`src/rtl/adder_arbiter_if.sv`:
```
// Request/response bundle between four adder requesters and the shared-adder arbiter.
interface adder_arbiter_if;
  logic [3:0]  req;
  logic [63:0] a_in;
  logic [63:0] b_in;
  logic [3:0]  gnt;
  logic        rsp_valid;
  logic        rsp_ready;
  logic [1:0]  rsp_id;
  logic [15:0] rsp_sum;
  logic        rsp_cout;

  modport master (
    output req, a_in, b_in, rsp_ready,
    input  gnt, rsp_valid, rsp_id, rsp_sum, rsp_cout
  );

  modport slave (
    input  req, a_in, b_in, rsp_ready,
    output gnt, rsp_valid, rsp_id, rsp_sum, rsp_cout
  );
endinterface

```
`src/rtl/adder_arbiter.sv`:
```
// Round-robin arbiter sharing one 16-bit carry-select adder among four requesters.
// Define ADDER_ARB_SAT_EN to saturate rsp_sum to 16'hFFFF on carry out.

module modifiedcarry_adder (
  input  logic [15:0] a_i,
  input  logic [15:0] b_i,
  output logic [15:0] sum_o,
  output logic        cout_o
);
  logic [4:0] c;
  logic [4:0] s0;
  logic [4:0] s1;

  // Each 4-bit block precomputes both carry-in cases; the incoming carry selects.
  always_comb begin
    c     = '0;
    sum_o = '0;
    s0    = '0;
    s1    = '0;
    for (int k = 0; k < 4; k++) begin
      s0 = {1'b0, a_i[4*k +: 4]} + {1'b0, b_i[4*k +: 4]};
      s1 = s0 + 5'd1;
      {c[k+1], sum_o[4*k +: 4]} = c[k] ? s1 : s0;
    end
    cout_o = c[4];
  end
endmodule

// state | meaning
// IDLE  | arbitrate pending requests, capture winner operands
// CALC  | shared adder evaluates captured operands
// RESP  | result presented until rsp_ready
module adder_arbiter (
  input  logic           clk,
  input  logic           rst_n,
  adder_arbiter_if.slave bus,
  output logic           busy
);
  typedef enum logic [1:0] {IDLE = 2'd0, CALC = 2'd1, RESP = 2'd2} state_t;

  state_t      state_q, state_d;
  logic [1:0]  ptr_q, ptr_d;
  logic [3:0]  gnt_q, gnt_d;
  logic [1:0]  id_q, id_d;
  logic [15:0] op_a_q, op_a_d;
  logic [15:0] op_b_q, op_b_d;
  logic [15:0] sum_q, sum_d;
  logic        cout_q, cout_d;
  logic        valid_q, valid_d;
  logic        busy_q;

  logic        found;
  logic [1:0]  win;
  logic [1:0]  idx;
  logic [15:0] add_sum;
  logic        add_cout;
  logic [15:0] res_sum;

  modifiedcarry_adder u_add (
    .a_i    (op_a_q),
    .b_i    (op_b_q),
    .sum_o  (add_sum),
    .cout_o (add_cout)
  );

`ifdef ADDER_ARB_SAT_EN
  assign res_sum = add_cout ? 16'hFFFF : add_sum;
`else
  assign res_sum = add_sum;
`endif

  // First requester at or above the pointer, wrapping modulo 4.
  always_comb begin
    found = 1'b0;
    win   = ptr_q;
    idx   = ptr_q;
    for (int k = 0; k < 4; k++) begin
      idx = ptr_q + 2'(k);
      if (!found && bus.req[idx]) begin
        found = 1'b1;
        win   = idx;
      end
    end
  end

  always_comb begin
    state_d = state_q;
    ptr_d   = ptr_q;
    gnt_d   = '0;
    id_d    = id_q;
    op_a_d  = op_a_q;
    op_b_d  = op_b_q;
    sum_d   = sum_q;
    cout_d  = cout_q;
    valid_d = valid_q;
    case (state_q)
      IDLE: begin
        if (found) begin
          gnt_d   = 4'b0001 << win;
          id_d    = win;
          ptr_d   = win + 2'd1;
          op_a_d  = bus.a_in[{win, 4'b0000} +: 16];
          op_b_d  = bus.b_in[{win, 4'b0000} +: 16];
          state_d = CALC;
        end
      end
      CALC: begin
        sum_d   = res_sum;
        cout_d  = add_cout;
        valid_d = 1'b1;
        state_d = RESP;
      end
      RESP: begin
        if (bus.rsp_ready) begin
          valid_d = 1'b0;
          state_d = IDLE;
        end
      end
      default: state_d = IDLE;
    endcase
  end

  always_ff @(posedge clk or negedge rst_n) begin
    if (!rst_n) begin
      state_q <= IDLE;
      ptr_q   <= '0;
      gnt_q   <= '0;
      id_q    <= '0;
      op_a_q  <= '0;
      op_b_q  <= '0;
      sum_q   <= '0;
      cout_q  <= 1'b0;
      valid_q <= 1'b0;
      busy_q  <= 1'b0;
    end else begin
      state_q <= state_d;
      ptr_q   <= ptr_d;
      gnt_q   <= gnt_d;
      id_q    <= id_d;
      op_a_q  <= op_a_d;
      op_b_q  <= op_b_d;
      sum_q   <= sum_d;
      cout_q  <= cout_d;
      valid_q <= valid_d;
      busy_q  <= (state_d != IDLE);
    end
  end

  assign bus.gnt       = gnt_q;
  assign bus.rsp_valid = valid_q;
  assign bus.rsp_id    = id_q;
  assign bus.rsp_sum   = sum_q;
  assign bus.rsp_cout  = cout_q;
  assign busy          = busy_q;
endmodule

```
`src/flat_wrapper.sv`:
```
// flat-port wrapper written by rule: the top's interface ports become plain ports
module adder_arbiter_flat 
  (clk, rst_n, busy, bus_req, bus_a_in, bus_b_in, bus_rsp_ready, bus_gnt, bus_rsp_valid, bus_rsp_id, bus_rsp_sum, bus_rsp_cout);
  adder_arbiter_if bus_i ();
  input  logic clk;
  input  logic rst_n;
  output logic busy;
  input wire logic [$bits(bus_i.req)-1:0] bus_req;
  input wire logic [$bits(bus_i.a_in)-1:0] bus_a_in;
  input wire logic [$bits(bus_i.b_in)-1:0] bus_b_in;
  input wire logic [$bits(bus_i.rsp_ready)-1:0] bus_rsp_ready;
  output wire logic [$bits(bus_i.gnt)-1:0] bus_gnt;
  output wire logic [$bits(bus_i.rsp_valid)-1:0] bus_rsp_valid;
  output wire logic [$bits(bus_i.rsp_id)-1:0] bus_rsp_id;
  output wire logic [$bits(bus_i.rsp_sum)-1:0] bus_rsp_sum;
  output wire logic [$bits(bus_i.rsp_cout)-1:0] bus_rsp_cout;
  assign bus_i.req = bus_req;
  assign bus_i.a_in = bus_a_in;
  assign bus_i.b_in = bus_b_in;
  assign bus_i.rsp_ready = bus_rsp_ready;
  assign bus_gnt = bus_i.gnt;
  assign bus_rsp_valid = bus_i.rsp_valid;
  assign bus_rsp_id = bus_i.rsp_id;
  assign bus_rsp_sum = bus_i.rsp_sum;
  assign bus_rsp_cout = bus_i.rsp_cout;
  adder_arbiter u_core (.clk(clk), .rst_n(rst_n), .bus(bus_i), .busy(busy));
endmodule
```
`config.mk`:
```
export PLATFORM = sky130hd
export DESIGN_NAME = adder_arbiter_flat
export DESIGN_NICKNAME = d
export VERILOG_FILES = /design/src/rtl/adder_arbiter_if.sv /design/src/rtl/adder_arbiter.sv /design/src/flat_wrapper.sv
export SDC_FILE = /design/constraint.sdc
export NUM_CORES = 1
export LEC_CHECK = 0
export CORE_ASPECT_RATIO = 1.1
export CORE_UTILIZATION = 48
export CTS_CLUSTER_DIAMETER = 60
export CTS_CLUSTER_SIZE = 40
export DETAILED_ROUTE_END_ITERATION = 16
export PLACE_DENSITY = 0.87
export SLEW_MARGIN = 10
export SYNTH_ARGS = -nofsm -noshare
export SYNTH_HDL_FRONTEND = slang
export SYNTH_SLANG_ARGS = --single-unit
export TNS_END_PERCENT = 1
```
`constraint.sdc`:
```
create_clock -name clk -period 4.2 [get_ports clk]
set_input_delay 0.42 -clock clk [delete_from_list [all_inputs] [get_ports clk]]
set_output_delay 0.42 -clock clk [all_outputs]
set_load 0.03 [all_outputs]
```
## Word-level counts from Yosys, hierarchy flattened

Cells that the tools add are included.

| word-level totals | value |
|---|---|
| input bits | 135 |
| register bits after elaboration | 61 |
| output and inout port bits | 25 |

| operators by class | value |
|---|---|
| reduce and logical (&&, ||, !) cells | 11 |
| magnitude comparators | 4 |
| $add $sub $neg | 11 |
| shifts and indexed selects | 3 |
| muxes and demuxes | 25 |
| equality and inequality tests | 3 |

Operators with widths:

| kind | number |
|---|---|
| $shiftx A64 B7 Y16 | 2 |
| $add A4 B4 Y5 | 4 |
| $add A5 B1 Y5 const B | 3 |
| $mux W5 | 3 |
| $lt A2 B3 Y1 const B | 4 |
| $mux W2 | 5 |
| $mux W1 | 9 |
| $bmux W1 S2 | 4 |
| $mux W4 | 2 |
| $pmux W2 S3 | 1 |
| $add A2 B1 Y2 const B | 2 |
| $add A2 B2 Y2 const B | 2 |
| $reduce_and A2 Y1 | 2 |
| $reduce_bool A2 Y1 | 2 |
| $shl A1 B2 Y4 const A | 1 |
| $logic_and A1 B1 Y1 | 3 |
| $logic_not A1 Y1 | 3 |
| $eq A2 B1 Y1 const B | 1 |
| $eq A2 B2 Y1 const B | 1 |
| $logic_not A2 Y1 | 1 |
| $ne A2 B2 Y1 const B | 1 |
| $pmux W1 S2 | 1 |

## Depth between registers and ports, before layout

| logic depth | value |
|---|---|
| word-level depth | 15 |
| mapped depth | 11 |
| mapped depth without buffers | 11 |

## Hierarchy

Synthesis repeated with hierarchy kept, for this count alone.

| second synthesis, totals | value |
|---|---|
| cell total of the unflattened synthesis | 439 |
| area, all modules | 4,451.8 um^2 |

By module, submodules not included:

| module | cells each | times used | area an instance (um^2) |
|---|---|---|---|
| adder_arbiter | 341 | 1 | 3,582.2 |
| modifiedcarry_adder | 98 | 1 | 869.6 |

## Worst setup path after synthesis

Ideal clock, no wire load.

| path | value |
|---|---|
| kind | flip-flop to flip-flop |
| start point | reg u_core.op_b_q[4] |
| end point | reg u_core.sum_q[15], in the netlist u_core.bus.rsp_sum[15] |
| buffers on the path | 0 |
| required time | 4.118 ns |
| library setup time | 0.082 ns |
| arrival | 2.589 ns |
| setup slack | 1.529 ns |
| period minus slack after synthesis | 2.671 ns |
| stages on the path, launching flop included | 10 |
| cell sequence | dfrtp_1 > ha_1 > fa_1 > xor2_1 > nand2_1 > nor4b_4 > mux2i_1 > xnor2_2 > or3_1 > a31oi_1 |

| on the way | value |
|---|---|
| cells in the longest elaborated chain, start to end | 5 |

Ends and longest elaborated chain:

| element | line | text |
|---|---|---|
| start: declaration | adder_arbiter.sv:46 | `logic [15:0] op_b_q, op_b_d;` |
| start signal: assignment | adder_arbiter.sv:141 | `op_b_q <= op_b_d;` |
| $add A4 B4 Y5 (*) | adder_arbiter.sv:21 | `s0 = {1'b0, a_i[4*k +: 4]} + {1'b0, b_i[4*k +: 4]};` |
| $add A5 B1 Y5 | adder_arbiter.sv:22 | `s1 = s0 + 5'd1;` |
| $mux W5 (*) (3 in series) | adder_arbiter.sv:23 | `{c[k+1], sum_o[4*k +: 4]} = c[k] ? s1 : s0;` |
| end signal: assignment | adder_arbiter.sv:142 | `sum_q <= sum_d;` |
| end: declaration | adder_arbiter.sv:47 | `logic [15:0] sum_q, sum_d;` |

Mark *: on every way between the ends. The rest lies on a longest branch, timed or not.
A chain may end at the register's enable or synchronous reset.

## Worst setup path in the final report

Ends and elaborated chain as after synthesis.

==> run_summary.xml <==
<?xml version="1.0" encoding="UTF-8"?>
<metrics>
  <group name="outcome">
    <metric name="run_status" unit="">finished, final reports clean</metric>
  </group>
  <group name="power_and_ir_drop">
    <metric name="irDropWorstVdd" unit="mV">0.321</metric>
    <metric name="pwr_total" unit="mW">4.53</metric>
    <metric name="power.density" unit="nW/um^2">762</metric>
    <metric name="cellLeakagePower" unit="nW">2.65</metric>
  </group>
  <group name="placed_design">
    <metric name="detailed_place_hpwl" unit="microns">8580</metric>
    <metric name="post-place-ws" unit="ns">1.29</metric>
    <metric name="routabilityCongestion" unit="">0.863</metric>
    <metric name="placed_cell_area" unit="sq um">5760</metric>
    <metric name="buffer_ports.inserted" unit="">159</metric>
    <metric name="place_inst" unit="">798</metric>
  </group>
  <group name="grt">
    <metric name="initial_antenna_violation_count" unit="">0</metric>
    <metric name="grt_start_max_net_pins" unit="">69</metric>
    <metric name="grtUsageTotal" unit="%">25.3</metric>
    <metric name="grt_pass1_wl" unit="microns">18000</metric>
    <metric name="globalRouteMet2Util" unit="%">41.8</metric>
    <metric name="global_route.peak_usage_layer" unit="">met2</metric>
    <metric name="grt.met3_usage" unit="%">4.94</metric>
    <metric name="first_global_vias" unit="">4036</metric>
    <metric name="grt_remaining_overflow" unit="">0</metric>
    <metric name="groute.layer.met1.usage" unit="%">32.6</metric>
  </group>
  <group name="worst_setup_path">
    <metric name="crit_buf_inv" unit="">0</metric>
    <metric name="worst_path_largest_cell_delay" unit="ns">0.41</metric>
    <metric name="critical_path.endpoint_type" unit="">flop</metric>
    <metric name="crit_path_max_fanout" unit="">8</metric>
    <metric name="critical-path-top-delay-family" unit="">simple AND/OR/NAND/NOR gates</metric>
    <metric name="rrSetupSlack" unit="ns">1.29</metric>
    <metric name="critical-path-slowest-cell" unit="">sky130_fd_sc_hd__fa_1</metric>
    <metric name="worst_ep_required_time" unit="ns">4.46</metric>
    <metric name="timing.critical_path.arrival" unit="ns">3.18</metric>
    <metric name="setup.worst_path.class" unit="">flop to flop</metric>
    <metric name="crit_path_cell_trace" unit="">ha_1, fa_1, xor2_1, nand2_1, nor4b_4, mux2i_1, xnor2_2, or3_1, a31oi_1</metric>
    <metric name="critPathLaunchType" unit="">flop</metric>
  </group>
  <group name="synth">
    <metric name="asr_flop_ratio_synth" unit="%">100</metric>
    <metric name="synth_enable_flop_cells" unit="">0</metric>
    <metric name="postSynthRegisterBits" unit="">61</metric>
    <metric name="synth_simple_gate_area_share" unit="%">29.4</metric>
    <metric name="synth.yosys.seq_area_share" unit="%">37.2</metric>
    <metric name="synthesis.area" unit="sq um">4100</metric>
    <metric name="synth_cell_types" unit="">39</metric>
    <metric name="synth_mux_area_share" unit="%">1.01</metric>
    <metric name="synth_area_per_cell" unit="sq um">7.39</metric>
    <metric name="yosys_synthesis_warning_count" unit="">0</metric>
    <metric name="synth_nets" unit="">717</metric>
    <metric name="synth_xor_xnor_area_share" unit="%">3.57</metric>
    <metric name="post_synth_fa_ha_maj_area_fraction" unit="%">8.97</metric>
    <metric name="synth_top_family_by_area" unit="">simple AND/OR/NAND/NOR gates</metric>
    <metric name="post_synth_inst_count" unit="">555</metric>
    <metric name="synth_top_area_share" unit="%">37.2</metric>
    <metric name="synth_flop_cell" unit="">sky130_fd_sc_hd__dfrtp_1</metric>
    <metric name="synth.most_common_cell" unit="">sky130_fd_sc_hd__nand2_1</metric>
    <metric name="synth-compound-area-share" unit="%">14.8</metric>
    <metric name="post_synthesis_cell_type_with_the_largest_combined_area" unit="">sky130_fd_sc_hd__dfrtp_1</metric>
    <metric name="netlist_top_cells_count" unit="">117 x sky130_fd_sc_hd__nand2_1, 105 x sky130_fd_sc_hd__nor2_1, 77 x sky130_fd_sc_hd__o21ai_0</metric>
    <metric name="ys_top_cells_by_area" unit="">sky130_fd_sc_hd__dfrtp_1 37%, sky130_fd_sc_hd__nand2_1 11%, sky130_fd_sc_hd__nor2_1 9.6%</metric>
  </group>
  <group name="floorplan">
    <metric name="floorplan.rows" unit="">35</metric>
    <metric name="die-area" unit="sq um">8920</metric>
    <metric name="top_level_ports" unit="">160</metric>
    <metric name="die_height" unit="microns">99.0</metric>
    <metric name="floorplan.initialDensity" unit="%">49.3</metric>
    <metric name="die_x" unit="microns">90.1</metric>
    <metric name="floorplan.core_area" unit="sq um">8320</metric>
  </group>
  <group name="sta">
    <metric name="setup_total_negative_slack" unit="ns">0</metric>
    <metric name="max-slew-margin-rel" unit="%">33.1</metric>
    <metric name="setup_viol" unit="">0</metric>
    <metric name="report.final.slew_viol_count" unit="">0</metric>
    <metric name="fmax" unit="MHz">343</metric>
    <metric name="fin_hold_ws" unit="ns">0.222</metric>
    <metric name="timing_worst_slew_pin_value" unit="ns">1.00</metric>
    <metric name="rsz0062_at_grt" unit="">no</metric>
    <metric name="fin_ws" unit="ns">1.29</metric>
    <metric name="layout_worst_path_cycle_share" unit="%">69.4</metric>
    <metric name="clock_skew" unit="ns">0.00684</metric>
    <metric name="period_needed" unit="ns">2.91</metric>
    <metric name="timing_hold_violations_final" unit="">0</metric>
  </group>
  <group name="routing">
    <metric name="ant_nets" unit="">0</metric>
    <metric name="starting_drt_drc_count" unit="">197</metric>
    <metric name="wirelength" unit="microns">11100</metric>
    <metric name="routed_via_density" unit="">5.15</metric>
    <metric name="route.vias.total" unit="">4194</metric>
    <metric name="drc_errors" unit="">0</metric>
    <metric name="routedWlPerCell" unit="microns">13.6</metric>
    <metric name="drt-pass1-iter-count" unit="">4</metric>
  </group>
  <group name="clocking">
    <metric name="postCtsSetupBuffers" unit="">0</metric>
    <metric name="clock_sinks" unit="">61</metric>
    <metric name="clkLatencyLatePin" unit="ns">0.34</metric>
    <metric name="cts_tree" unit="">built</metric>
    <metric name="h_tree_level_count" unit="">3</metric>
    <metric name="path_clk_slew" unit="ns">0.07</metric>
    <metric name="postCtsHoldBufs" unit="">0</metric>
    <metric name="clock_buffer_count_from_cts" unit="">9</metric>
    <metric name="cts.root.buffer_cell" unit="">sky130_fd_sc_hd__clkbuf_8</metric>
    <metric name="clockBufferDepth" unit="">2</metric>
    <metric name="cts_repair_resize_count" unit="">0</metric>
  </group>
  <group name="cells_and_area">
    <metric name="n_antenna_cell" unit="">0</metric>
    <metric name="numnets_final" unit="">860</metric>
    <metric name="finish.utilization" unit="%">71.5</metric>
    <metric name="flow.area_growth_from_synthesis" unit="%">45.0</metric>
    <metric name="layout-drive-gt1-share" unit="%">4.84</metric>
    <metric name="finish.cell_count_without_fillers" unit="">814</metric>
    <metric name="finish.instance_area" unit="sq um">5950</metric>
  </group>
  <group name="run">
    <metric name="cap_viol_max_count" unit="">0</metric>
  </group>
  <group name="min_path">
    <metric name="worstHoldPathType" unit="">input port to async pin</metric>
  </group>
</metrics>
-- routing by layer --
metal / vias up / share of wire (%)
li1: 2115 / -
met1: 1889 / 43
met2: 162 / 48
met3: 28 / 5.9
met4: 0 / 3.1
met5: - / 0
-- final cells by class --
type	instances	area [sq um]
sequential	61	1530
clock inverter	5	50.0
timing repair buffer	165	1630
tap	111	139
fill	654	2370
clock buffer	11	141
multi-input combinational	440	2380
inverter	21	78.8
-- placed cells by master, fill, tap and decap left out, drive strengths merged, types with 3 or more instances in the layout --
cell	count
xor2	6
and2	5
a21oi	13
inv	21
nand4	3
nand2b	3
and3	3
clkbuf	11
ha	23
xnor2	9
o21ai	79
buf	7
fa	4
a21o	5
mux2i	3
clkdlybuf4s50	158
nand2	117
clkinv	4
or3	5
dfrtp	61
nor2	105
o211ai	7
nand3	35
-- worst reg2reg max path: stages, from the launching register on --
cell and delay, ns:
sky130_fd_sc_hd__dfrtp_1 0.38, sky130_fd_sc_hd__ha_1 0.23, sky130_fd_sc_hd__fa_1 0.41, sky130_fd_sc_hd__xor2_1 0.30, sky130_fd_sc_hd__nand2_1 0.15, sky130_fd_sc_hd__nor4b_4 0.29, sky130_fd_sc_hd__mux2i_1 0.33, sky130_fd_sc_hd__xnor2_2 0.20
sky130_fd_sc_hd__or3_1 0.40, sky130_fd_sc_hd__a31oi_1 0.16
-- sequential cells by signal, summed over array words and instances, names as in the netlist --
register              cells
u_core.bus.gnt            4
u_core.bus.rsp_valid      1
u_core.op_b_q            16
u_core.state_q            2
u_core.op_a_q            16
u_core.bus.rsp_sum       16
u_core.busy               1
u_core.bus.rsp_cout       1
u_core.ptr_q              2
u_core.bus.rsp_id         2
-- power by group --
part	total, mW	leakage (nW)	internal (mW)	switching [mW]
logic	2.94	1.81	1.20	1.74
clock network	0.511	0.103	0.286	0.225
registers	1.08	0.742	0.894	0.187
total	4.53	2.65	2.38	2.15
-- final timing paths --
check,startpoint,end,cells after the start
min reg2reg,u_core.bus.rsp_sum[11]$_DFFE_PN0P_,u_core.bus.rsp_sum[11]$_DFFE_PN0P_,2
max in group asynchronous,rst_n,u_core.op_b_q[4]$_DFFE_PN0P_,2
min,rst_n,u_core.bus.gnt[2]$_DFF_PN0_,2
min in group clk,u_core.bus.rsp_sum[11]$_DFFE_PN0P_,u_core.bus.rsp_sum[11]$_DFFE_PN0P_,2
max,u_core.op_b_q[4]$_DFFE_PN0P_,u_core.bus.rsp_sum[15]$_DFFE_PN0P_,9
max reg2reg,u_core.op_b_q[4]$_DFFE_PN0P_,u_core.bus.rsp_sum[15]$_DFFE_PN0P_,9
-- cells by family after synthesis --
family,after synthesis
adders and majority gates,27
and+or+nand+nor,285
muxes,4
buffers and inverters,54
AOI/OAI and AO/OA,109
DFF,61
xor gates and xnor gates,15
No activity file was read; power rests on OpenSTA's default activity.
